==> src/rtl/pc_gen.sv <==
// pc_gen: fetch program-counter generator with a small circular return-address
// stack. Chooses the next fetch PC from a trap, an execute redirect, a
// predicted return, the sequential address, or a hold.
//
// Handshake: pc is offered to fetch while fetch_valid is high. A fetch is
// consumed ("fire") only on a cycle where fetch_valid & fetch_ready & ~stall.
// call_push and ret_pop describe the fetch being consumed. They are ignored
// on every other cycle. Trap and redirect are not handshaked. They are taken
// on the cycle they are asserted.
module pc_gen #(
  parameter int          XLEN       = 64,
  parameter logic [63:0] RESET_VEC  = 64'h8000_0000,
  parameter int          INST_BYTES = 4,
  parameter int          RAS_DEPTH  = 4
) (
  input  logic            clk,
  input  logic            rst,
  input  logic            stall,
  input  logic            redirect_valid,
  input  logic [XLEN-1:0] redirect_addr,
  input  logic            trap_valid,
  input  logic [XLEN-1:0] trap_addr,
  input  logic            call_push,
  input  logic            ret_pop,
  input  logic            fetch_ready,
  output logic            fetch_valid,
  output logic [XLEN-1:0] pc,
  output logic [XLEN-1:0] pc_seq,
  output logic            ras_empty,
  output logic            ras_full,
  output logic            misalign,
  output logic [1:0]      fsm_state
);

  localparam int OFF_BITS = $clog2(INST_BYTES);
  localparam int PTR_W    = $clog2(RAS_DEPTH);
  localparam int CNT_W    = PTR_W + 1;
  localparam logic [XLEN-1:0]  RST_PC   = RESET_VEC[XLEN-1:0];
  localparam logic [CNT_W-1:0] FULL_CNT = CNT_W'(RAS_DEPTH);

  typedef enum logic [1:0] {
    BOOT   = 2'd0,
    RUN    = 2'd1,
    BUBBLE = 2'd2
  } state_t;

  state_t           state;
  logic [XLEN-1:0]  ras_mem [RAS_DEPTH];
  logic [PTR_W-1:0] top;
  logic [PTR_W-1:0] top_inc;
  logic [PTR_W-1:0] top_dec;
  logic [CNT_W-1:0] count;

  logic             fire;
  logic             flush;
  logic             do_push;
  logic             do_ret;
  logic [XLEN-1:0]  tgt_raw;
  logic [XLEN-1:0]  tgt_aligned;
  logic             tgt_misaligned;
  logic [XLEN-1:0]  pc_next;

  assign fsm_state = state;

  // Handshake and RAS request decode. A trap or redirect suppresses any
  // call or return that arrives with the fetch in the same cycle.
  always_comb begin
    fire      = fetch_valid & fetch_ready & ~stall;
    flush     = trap_valid | redirect_valid;
    pc_seq    = pc + XLEN'(INST_BYTES);
    ras_empty = (count == '0);
    ras_full  = (count == FULL_CNT);
    do_push   = fire & ~flush & call_push;
    do_ret    = fire & ~flush & ret_pop & ~ras_empty;
    top_inc   = top + PTR_W'(1);
    top_dec   = top - PTR_W'(1);
  end

  // Redirect target selection and alignment. A trap outranks a redirect.
  // Low offset bits are dropped, and a misaligned target is reported.
  always_comb begin
    tgt_raw        = trap_valid ? trap_addr : redirect_addr;
    tgt_aligned    = {tgt_raw[XLEN-1:OFF_BITS], {OFF_BITS{1'b0}}};
    tgt_misaligned = |tgt_raw[OFF_BITS-1:0];
  end

  // Next-PC priority: trap/redirect, predicted return, sequential, hold.
  always_comb begin
    pc_next = pc;
    if (flush) begin
      pc_next = tgt_aligned;
    end else if (do_ret) begin
      pc_next = ras_mem[top];
    end else if (fire) begin
      pc_next = pc_seq;
    end
  end

  // Control FSM. Any cycle without a trap or redirect goes to RUN.
  // A trap or redirect forces a single BUBBLE cycle, and the bubble is
  // extended if another one arrives while in BUBBLE.
  always_ff @(posedge clk or negedge rst) begin
    if (!rst) begin
      state       <= BOOT;
      fetch_valid <= 1'b0;
      misalign    <= 1'b0;
      pc          <= RST_PC;
    end else begin
      pc       <= pc_next;
      misalign <= flush & tgt_misaligned;
      if (flush) begin
        state       <= BUBBLE;
        fetch_valid <= 1'b0;
      end else begin
        case (state)
          BOOT:    state <= RUN;
          BUBBLE:  state <= RUN;
          RUN:     state <= RUN;
          default: state <= RUN;
        endcase
        fetch_valid <= 1'b1;
      end
    end
  end

  // RAS occupancy and top pointer.
  // A push onto a full stack overwrites the oldest entry.
  // Push and pop together rewrite the top in place.
  // A trap discards the whole stack.
  always_ff @(posedge clk or negedge rst) begin
    if (!rst) begin
      top   <= '0;
      count <= '0;
    end else if (trap_valid) begin
      top   <= '0;
      count <= '0;
    end else if (do_push && do_ret) begin
      top   <= top;
      count <= count;
    end else if (do_push) begin
      top   <= top_inc;
      count <= ras_full ? count : count + CNT_W'(1);
    end else if (do_ret) begin
      top   <= top_dec;
      count <= count - CNT_W'(1);
    end
  end

  // RAS storage. Entries are meaningful only below the occupancy count,
  // so the storage needs no reset.
  always_ff @(posedge clk) begin
    if (do_push) begin
      if (do_ret) begin
        ras_mem[top] <= pc_seq;
      end else begin
        ras_mem[top_inc] <= pc_seq;
      end
    end
  end

endmodule

==> config.mk <==
export PLATFORM = sky130hd
export DESIGN_NAME = pc_gen
export DESIGN_NICKNAME = d
export VERILOG_FILES = /design/src/rtl/pc_gen.sv
export SDC_FILE = /design/constraint.sdc
export NUM_CORES = 1
export LEC_CHECK = 0
export ABC_AREA = 1
export CORE_ASPECT_RATIO = 0.9
export CORE_MARGIN = 4
export CORE_UTILIZATION = 50
export DETAILED_ROUTE_END_ITERATION = 6
export PLACE_DENSITY = 0.73
export SETUP_SLACK_MARGIN = 0.1
export SYNTH_ARGS = -nofsm -noshare
export SYNTH_HDL_FRONTEND = slang
export SYNTH_SLANG_ARGS = --single-unit
==> constraint.sdc <==
create_clock -name clk -period 5.2 [get_ports clk]
set_input_delay 1.04 -clock clk [delete_from_list [all_inputs] [get_ports clk]]
set_output_delay 1.04 -clock clk [all_outputs]
set_load 0.05 [all_outputs]
Word-level counts from Yosys, hierarchy flattened
Memory sizes are Yosys's and may differ from the RTL's.
Cells that the tools add are included.
{"block": "totals", "wordCells": 58, "out_inout_bits": 134, "mem_bits_ro": 0, "ff_bits": 73, "input_bits": 136, "n_memories": 1, "ram_bits": 256, "latchBits": 0}
{"block": "op_classes", "order_cmp": 0, "n_mux": 24, "n_eq_ne": 3, "div_mod_pow": 0, "shifts": 0, "n_mul": 0, "reduce_logical": 8, "add_sub_neg": 5, "n_bitwise": 11}
{"name": "ras_mem", "depth": 4, "word_bits": 64, "rd": 1, "rd_clocked_by_memory_dff": 0, "wr": 1, "line": "48", "rtl": "logic [XLEN-1:0] ras_mem [RAS_DEPTH];"}
{"operator": "2-to-1 mux 64 bit", "count": 5}
{"operator": "adder 64 x 3 -> 64 bit (second input constant)", "count": 1}
{"operator": "OR reduction 64 bit", "count": 1}
{"operator": "2-to-1 mux 3 bit", "count": 5}
{"operator": "2-to-1 mux 2 bit", "count": 6}
{"operator": "2-to-1 mux 1 bit", "count": 8}
{"operator": "bitwise AND 1 bit", "count": 7}
{"operator": "nonzero test 3 bit", "count": 2}
{"operator": "adder 3 x 1 -> 3 bit (second input constant)", "count": 1}
{"operator": "equality test 3 bit (second input constant)", "count": 1}
{"operator": "zero test 3 bit", "count": 1}
{"operator": "!= test 3 bit (second input constant)", "count": 1}
{"operator": "NOT 1 bit", "count": 3}
{"operator": "AND reduction 3 bit", "count": 1}
{"operator": "subtractor 3 x 1 -> 3 bit (second input constant)", "count": 1}
{"operator": "adder 2 x 1 -> 2 bit (second input constant)", "count": 1}
{"operator": "!= test 2 bit (second input constant)", "count": 1}
{"operator": "AND reduction 2 bit", "count": 1}
{"operator": "OR reduction 2 bit", "count": 1}
{"operator": "subtractor 2 x 1 -> 2 bit (second input constant)", "count": 1}
{"operator": "logical AND 1 bit", "count": 1}
{"operator": "OR 1 bit", "count": 1}

Logic depth before layout (Yosys ltp)
Gate-level depths: netlist of the first run.
{"block": "logic_depth", "depth_word": 10, "depth_mapped": 12, "mapped_depth_nobuf": 12}

Worst setup path before layout of the first run
Ideal clock, no wire load.
{"block": "synth_path", "path_type": "input-to-reg", "startpoint": "input port fetch_ready", "endpoint": "memory ras_mem[2][0] (enable)", "arrival_time_ns": 4.636, "setup_time_ns": 0.486, "path_slack_ns": 0.078, "path_buffers": 0, "path_stages": 10, "cell_sequence": "nand2_1 nor2_1 nand2_2 nor2_4 nand2_1 inv_1 nand2_1 o21ai_1 inv_1 nor2_1"}
{"block": "synth_via", "elab_chain_len": 10, "word_cells_on_any_way": 15}
{"element": "start, declared", "line": "25", "rtl": "input logic fetch_ready,"}
{"element": "bitwise AND 1 bit * (2 in a row)", "line": "68", "rtl": "fire = fetch_valid & fetch_ready & ~stall;"}
{"element": "bitwise AND 1 bit *", "line": "73, 74"}
{"element": "bitwise AND 1 bit (2 in a row)", "line": "74", "rtl": "do_ret = fire & ~flush & ret_pop & ~ras_empty;"}
{"element": "2-to-1 mux 1 bit", "line": "153", "rtl": "if (do_ret) begin"}
{"element": "2-to-1 mux 1 bit", "line": "152", "rtl": "if (do_push) begin"}
{"element": "2-to-1 mux 1 bit (not written as such)", "line": "156", "rtl": "ras_mem[top_inc] <= pc_seq;"}
{"element": "OR reduction 64 bit (no source line)"}
{"element": "2-to-1 mux 2 bit (no source line) or 2-to-1 mux 1 bit (tied branches)"}
{"element": "end, declared", "line": "48"}
Mark *: on every way between the ends. The rest lies on a longest branch, timed or not.

Worst setup path after layout of the first run
{"block": "layout_path", "startpoint": "register pc[4]", "endpoint": "output port pc_seq[63]"}
{"block": "layout_via", "elab_chain_len": 1}
{"element": "start, declared", "line": "27", "rtl": "output logic [XLEN-1:0] pc,"}
{"element": "start signal, assigned", "line": "109", "rtl": "pc <= pc_next;"}
{"element": "adder 64 x 3 -> 64 bit", "line": "70", "rtl": "pc_seq = pc + XLEN'(INST_BYTES);"}
{"element": "end, declared", "line": "28", "rtl": "output logic [XLEN-1:0] pc_seq,"}
No other way between the ends.

==> results_dict.tcl, run 1 <==
set metrics [dict create \
    cp.arrival_ps 3670 \
    core_region_area_um2 30250 \
    hold_buffers 0 \
    drt_iter0_markers 1399 \
    start_kind "register" \
    crit_chain "nand3_2, nor2_1, nand3_1, nor3_2, nand4_1, nand2_1, clkdlybuf4s50_1" \
    slew-limit-headroom_pct 15.21 \
    grt_usage_pct 29.56 \
    drv_cap 0 \
    place_hpwl_um 34440 \
    ys_top_cells_by_count "402 x nand2_1, 256 x edfxtp_1, 128 x nor2_1, 104 x inv_1, 89 x a22oi_1" \
    postCtsSetupBuffers 0 \
    die_w_um 193.6 \
    syn_area_per_cell_um2 10.26 \
    drive_gt1_share_pct 7.430 \
    r2r_cells 8 \
    final_nets 1904 \
    ir_drop_v 0.0001980 \
    crit_fanout 9 \
    crit_path_end_kind "output pin" \
    design_area_um2 19770 \
    yosysSeqAreaShare_pct 61.24 \
    via_per_inst 5.889 \
    synth_edf_count 256 \
    post_cts_resized 0 \
    initial_utilization_pct 51.22 \
    n_antenna_cell 0 \
    tns_ps 0 \
    grt_pass1_wl_um 77510 \
    required_ps 4160 \
    syn-num-nets 1648 \
    holdCritPathClass "in -> async" \
    synthMostInstantiatedCell "nand2_1" \
    firstDrtPassIters 6 \
    htree_levels 2 \
    total_power_uw 6977 \
    die_area_um2 33880 \
    yosys_warnings 0 \
    grt_pass1_vias 12680 \
    yosys_most_used_dff "edfxtp_1" \
    cts_inserted_buffers 34 \
    slowest_delay_ps 850 \
    gr-total-overflow 0 \
    leakage_uw 0.007328 \
    cp.depth 7 \
    fmax_mhz 212.5 \
    grt_setup_unrepaired "no" \
    ys_types 45 \
    syn_area_um2 15500 \
    synthArstFlopShare_pct 21.95 \
    ys_seq_elements 328 \
    post_drt_wl_per_cell_um 23.44 \
    fillCellCount 2395 \
    root_buffer "clkbuf_16" \
    synth.top_cell.area_share_pct 49.61 \
    path_buf_inv 1 \
    fp-row-count 60 \
    power_density_nw_per_um2 352.8 \
    vias 12920 \
    port_buffers 269 \
    tightest_slew_ps 1269 \
    timing_worst_setup_path_type "reg -> out" \
    period_needed_ps 4706 \
    ios 270 \
    critPathTopFamily "simple AND/OR/NAND/NOR gates" \
    cts.clk_slew.worst_paths_ps 60 \
    place_area_um2 18560 \
    clockBufferDepth 3 \
    syn_inst 1510 \
    synth_top_cell_by_area "edfxtp_1" \
    status "finished clean" \
    antenna_found_initial 0 \
    die_h_um 175.0 \
    place_congestion 0.9296 \
    routed_wirelength_um 51410 \
    cp_slowest_cell "clkdlybuf4s50_1" \
    grt_max_degree 67 \
    period_share_pct 90.49 \
    clock-skew-final_ps 18.03 \
    drc 0 \
    synthTopCellsByArea "edfxtp_1 50%, dfrtp_1 11%, nand2_1 9.7%, a22oi_1 4.3%, nor2_1 3.1%" \
    tritoncts "done" \
    ant_nets 0 \
    setup_violations 0 \
    hold_viol 0 \
    maxSlewViolCount 0 \
    syn2layout_area_growth_pct 27.61 \
    clk_latency_ps 520 \
    clkSinkCount 328 \
]
report_power, final:
part           switching [uW]  internal [uW]  total (uW)
sequential                121           2930        3050
clock                    1000           1660        2660
combinational             864            408        1270
total                    1980           4990        6980
layout by cell type, fill, tap and decap left out, types with 3 or more instances in the layout:
cell               n
edfxtp_1         256
nor2_8             3
o21ai_1           25
clkbuf_1           7
a31oi_1            4
clkdlybuf4s50_1  267
a41oi_1           47
nand3b_1           3
o21ai_0           44
or2_1              4
xor2_1            19
nor2_2            11
bufinv_16          7
nand2_4            3
a21oi_1           39
dfrtp_1           71
xnor2_1           12
nand2_2           10
clkbuf_16         35
inv_2              6
clkbuf_8           5
a22oi_1           89
nand4_1           21
nand3_1           85
nor2_4            15
a221oi_1          16
inv_1            104
buf_4             19
nand2_1          402
nor2_1           121
nor3_1            11
final timing paths:
check                       start             end  slack, ps
hold reg to reg            pc[31]          pc[31]        540
max in group asynchronous     rst          pc[36]       3620
setup / recovery            pc[4]      pc_seq[63]        490
setup reg to reg           top[0]  ras_mem[2][30]       2220
hold / removal                rst           pc[1]        480
min in group clk           pc[31]          pc[31]        540
cells by family (layout without fill, tap and decap cells):
family / count (synthesis) / count (layout) / synth area share [%]
XOR/XNOR: 33 / 33 / 1.962
buffers and inverters: 178 / 458 / 4.845
AND/OR/NAND/NOR: 699 / 699 / 19.84
AO/OA/AOI/OAI: 270 / 270 / 11.90
adder cells (fa/ha/maj): 2 / 2 / 0.2099
flip-flops: 328 / 328 / 61.24
flip-flops by register name, summed over array words and instances, names as in the netlist:
register and flops:
misalign 1, top 2, ras_mem 256, pc 64, fsm_state 2, count 3
per-stage QoR:
step / cells / util [%] / hold slack [ps] / setup slack, ps
final: 2193 / 65.36 / 481.1 / 494.4
after global placement: 2133 / 61.33 / 511.7 / 1085
after floorplan: 1510 / - / 484.2 / 78.36
after CTS: 2193 / 65.36 / 481.4 / 517.7
after detailed placement: 2133 / 61.33 / 529.8 / 1073
after global routing: 2193 / 65.36 / 498.3 / 325.4
layout make-up:
class | instances | area [um^2] | area share (%)
clock buffers | 47 | 970.9 | 4.910
repair buffers | 288 | 2840 | 14.36
well taps | 403 | 504.2 | 2.550
multi-input cells | 1004 | 5308 | 26.84
inverters | 110 | 412.9 | 2.088
flip-flops and latches | 328 | 9490 | 47.99
clock inverters | 13 | 247.7 | 1.253
metal layers:
metal	wire length, um	track usage, %	vias up
met2	22600	44.52	765
met3	5598	7.191	96
met5	0	0	-
met4	1340	8.171	0
li1	-	-	5843
met1	21880	43.21	6211
No activity file was read; power rests on OpenSTA's default activity.
==> inputs of run 2 (changes only) <==
--- a/config.mk
+++ b/config.mk
@@ -12,6 +12,7 @@
 export DETAILED_ROUTE_END_ITERATION = 6
 export PLACE_DENSITY = 0.73
 export SETUP_SLACK_MARGIN = 0.1
+export SLEW_MARGIN = 20
 export SYNTH_ARGS = -nofsm -noshare
 export SYNTH_HDL_FRONTEND = slang
 export SYNTH_SLANG_ARGS = --single-unit
==> run 2 against run 1 <==
  * Via count decreased by 0.45%
  * Combinational power about the same
  * Sequential share of layout area increased by 0.10 points
  * Clock power decreased by 6%
  * First-iteration DRC count decreased by 14%
  * Clock skew decreased by 4.6 ps
  * Critical path type unchanged
  * Cell count increased by 0.23%
  * Worst setup slack got worse by 43 ps
  * Clock-buffer cell count decreased by 2
  * Non-clock buffer count increased by 1
  * Register-to-register slack got worse by 20 ps
  * Critical endpoint unchanged
  * Worst hold slack got worse by 10 ps
==> results_dict.tcl, run 2 (synthesized netlist as in run 1, its figures left out) <==
set metrics [dict create \
    maxSlewViolCount 0 \
    period_needed_ps 4749 \
    largest_reg_flops 256 \
    clock-skew-final_ps 13.46 \
    vias 12860 \
    grt_max_degree 67 \
    setup_violations 0 \
    routed_wirelength_um 51310 \
    cp.arrival_ps 3710 \
    hold_buffers 0 \
    holdCritPathClass "in -> async" \
    r2r_cells 8 \
    fillCellCount 2417 \
    cts_inserted_buffers 35 \
    grt_usage_pct 29.53 \
    grt_pass1_vias 12750 \
    gr-total-overflow 0 \
    tns_ps 0 \
    dp.cells 2134 \
    instances_no_fill 2198 \
    core_region_area_um2 30250 \
    leakage_uw 0.007309 \
    syn2layout_area_growth_pct 27.33 \
    postCtsSetupBuffers 0 \
    final_nets 1906 \
    clkSinkCount 328 \
    start_kind "register" \
    top_regs "ras_mem: 256 flops, pc: 64 flops, count: 3 flops" \
    initial_utilization_pct 51.22 \
    via_per_inst 5.849 \
    die_area_um2 33880 \
    period_share_pct 91.32 \
    crit_path_end_kind "output pin" \
    fmax_mhz 210.6 \
    status "finished clean" \
    drt_iter0_markers 1208 \
    ant_nets 0 \
    ir_drop_v 0.0002504 \
    cts.clk_slew.worst_paths_ps 60 \
    clk_latency_ps 520 \
    ios 270 \
    die_w_um 193.6 \
    tightest_slew_ps 962.5 \
    required_ps 4160 \
    root_buffer "clkbuf_16" \
    fp-row-count 60 \
    regMostFlops "ras_mem" \
    hold_viol 0 \
    timing_worst_setup_path_type "reg -> out" \
    final_cell_mix "402 x nand2_1, 267 x clkdlybuf4s50_1, 256 x edfxtp_1" \
    place_hpwl_um 34630 \
    power_density_nw_per_um2 345.9 \
    drv_cap 0 \
    post_drt_wl_per_cell_um 23.34 \
    crit_fanout 9 \
    drc 0 \
    firstDrtPassIters 7 \
    final_common_cell "nand2_1" \
    place_congestion 0.9296 \
    n_antenna_cell 0 \
    port_buffers 269 \
    slew-limit-headroom_pct 35.68 \
    clockBufferDepth 3 \
    drive_gt1_share_pct 7.409 \
    antenna_found_initial 0 \
    die_h_um 175.0 \
    post_cts_resized 0 \
    grt_pass1_wl_um 77540 \
    grt_setup_unrepaired "no" \
    htree_levels 2 \
    tritoncts "done" \
]
[run 2: cell count changes in the layout (fill, tap and decap cells not counted), moves of 3 or more]
cell and delta:
clkbuf_8 -4, clkinv_1 +4, bufinv_16 -3, clkinv_2 +4
[run 2: cell type report]
cell class | count | area, um^2 | share of cell area, %
Sequential cell | 328 | 9490 | 48.10
Clock buffer | 45 | 944.7 | 4.788
Timing Repair Buffer | 289 | 2860 | 14.50
Inverter | 110 | 412.9 | 2.093
Tap cell | 403 | 504.2 | 2.555
Multi-Input combinational cell | 1004 | 5308 | 26.90
Clock inverter | 19 | 211.5 | 1.072
[run 2: per-stage QoR]
step	cell area [um^2]	hold WS (ps)	utilization (%)	worst slack, ps	power [uW]
after detailed placement	18580	535.1	61.40	1068	4366
after global placement	18560	511.7	61.33	1085	4354
final	19730	470.8	65.22	451.1	6825
after floorplan	15500	484.2	-	78.36	3815
after CTS	19730	475.5	65.22	501.6	6847
after global routing	19730	487.8	65.22	288.5	7045
[run 2: path summary, 6_finish.rpt]
path	start	end	slack (ps)
worst max-delay path	pc[4]	pc_seq[63]	450
worst max register to register	top[0]	ras_mem[2][50]	2200
max in group asynchronous	rst	pc[36]	3620
min in group clk	pc[31]	pc[31]	540
worst min register to register	pc[31]	pc[31]	540
worst min-delay path	rst	pc[1]	470
[run 2: layer usage]
layer,track usage [%],part of all wire (%),vias to the layer above
li1,-,-,5845
met1,42.11,42,6206
met2,44.78,44,704
met3,8.174,11,102
met4,8.466,2.7,0
met5,0,0,-
[run 2: power breakdown]
part,internal [uW],total [uW],switching (uW)
clock,1490,2500,1010
combinational,409,1270,864
sequential,2930,3050,123
[run 2: critical path, stage by stage, from the launching register on]
cell and delay, ps:
dfrtp_1 580, nand3_2 220, nor2_1 370, nand3_1 300, nor3_2 450, nand4_1 210, nand2_1 220, clkdlybuf4s50_1 840
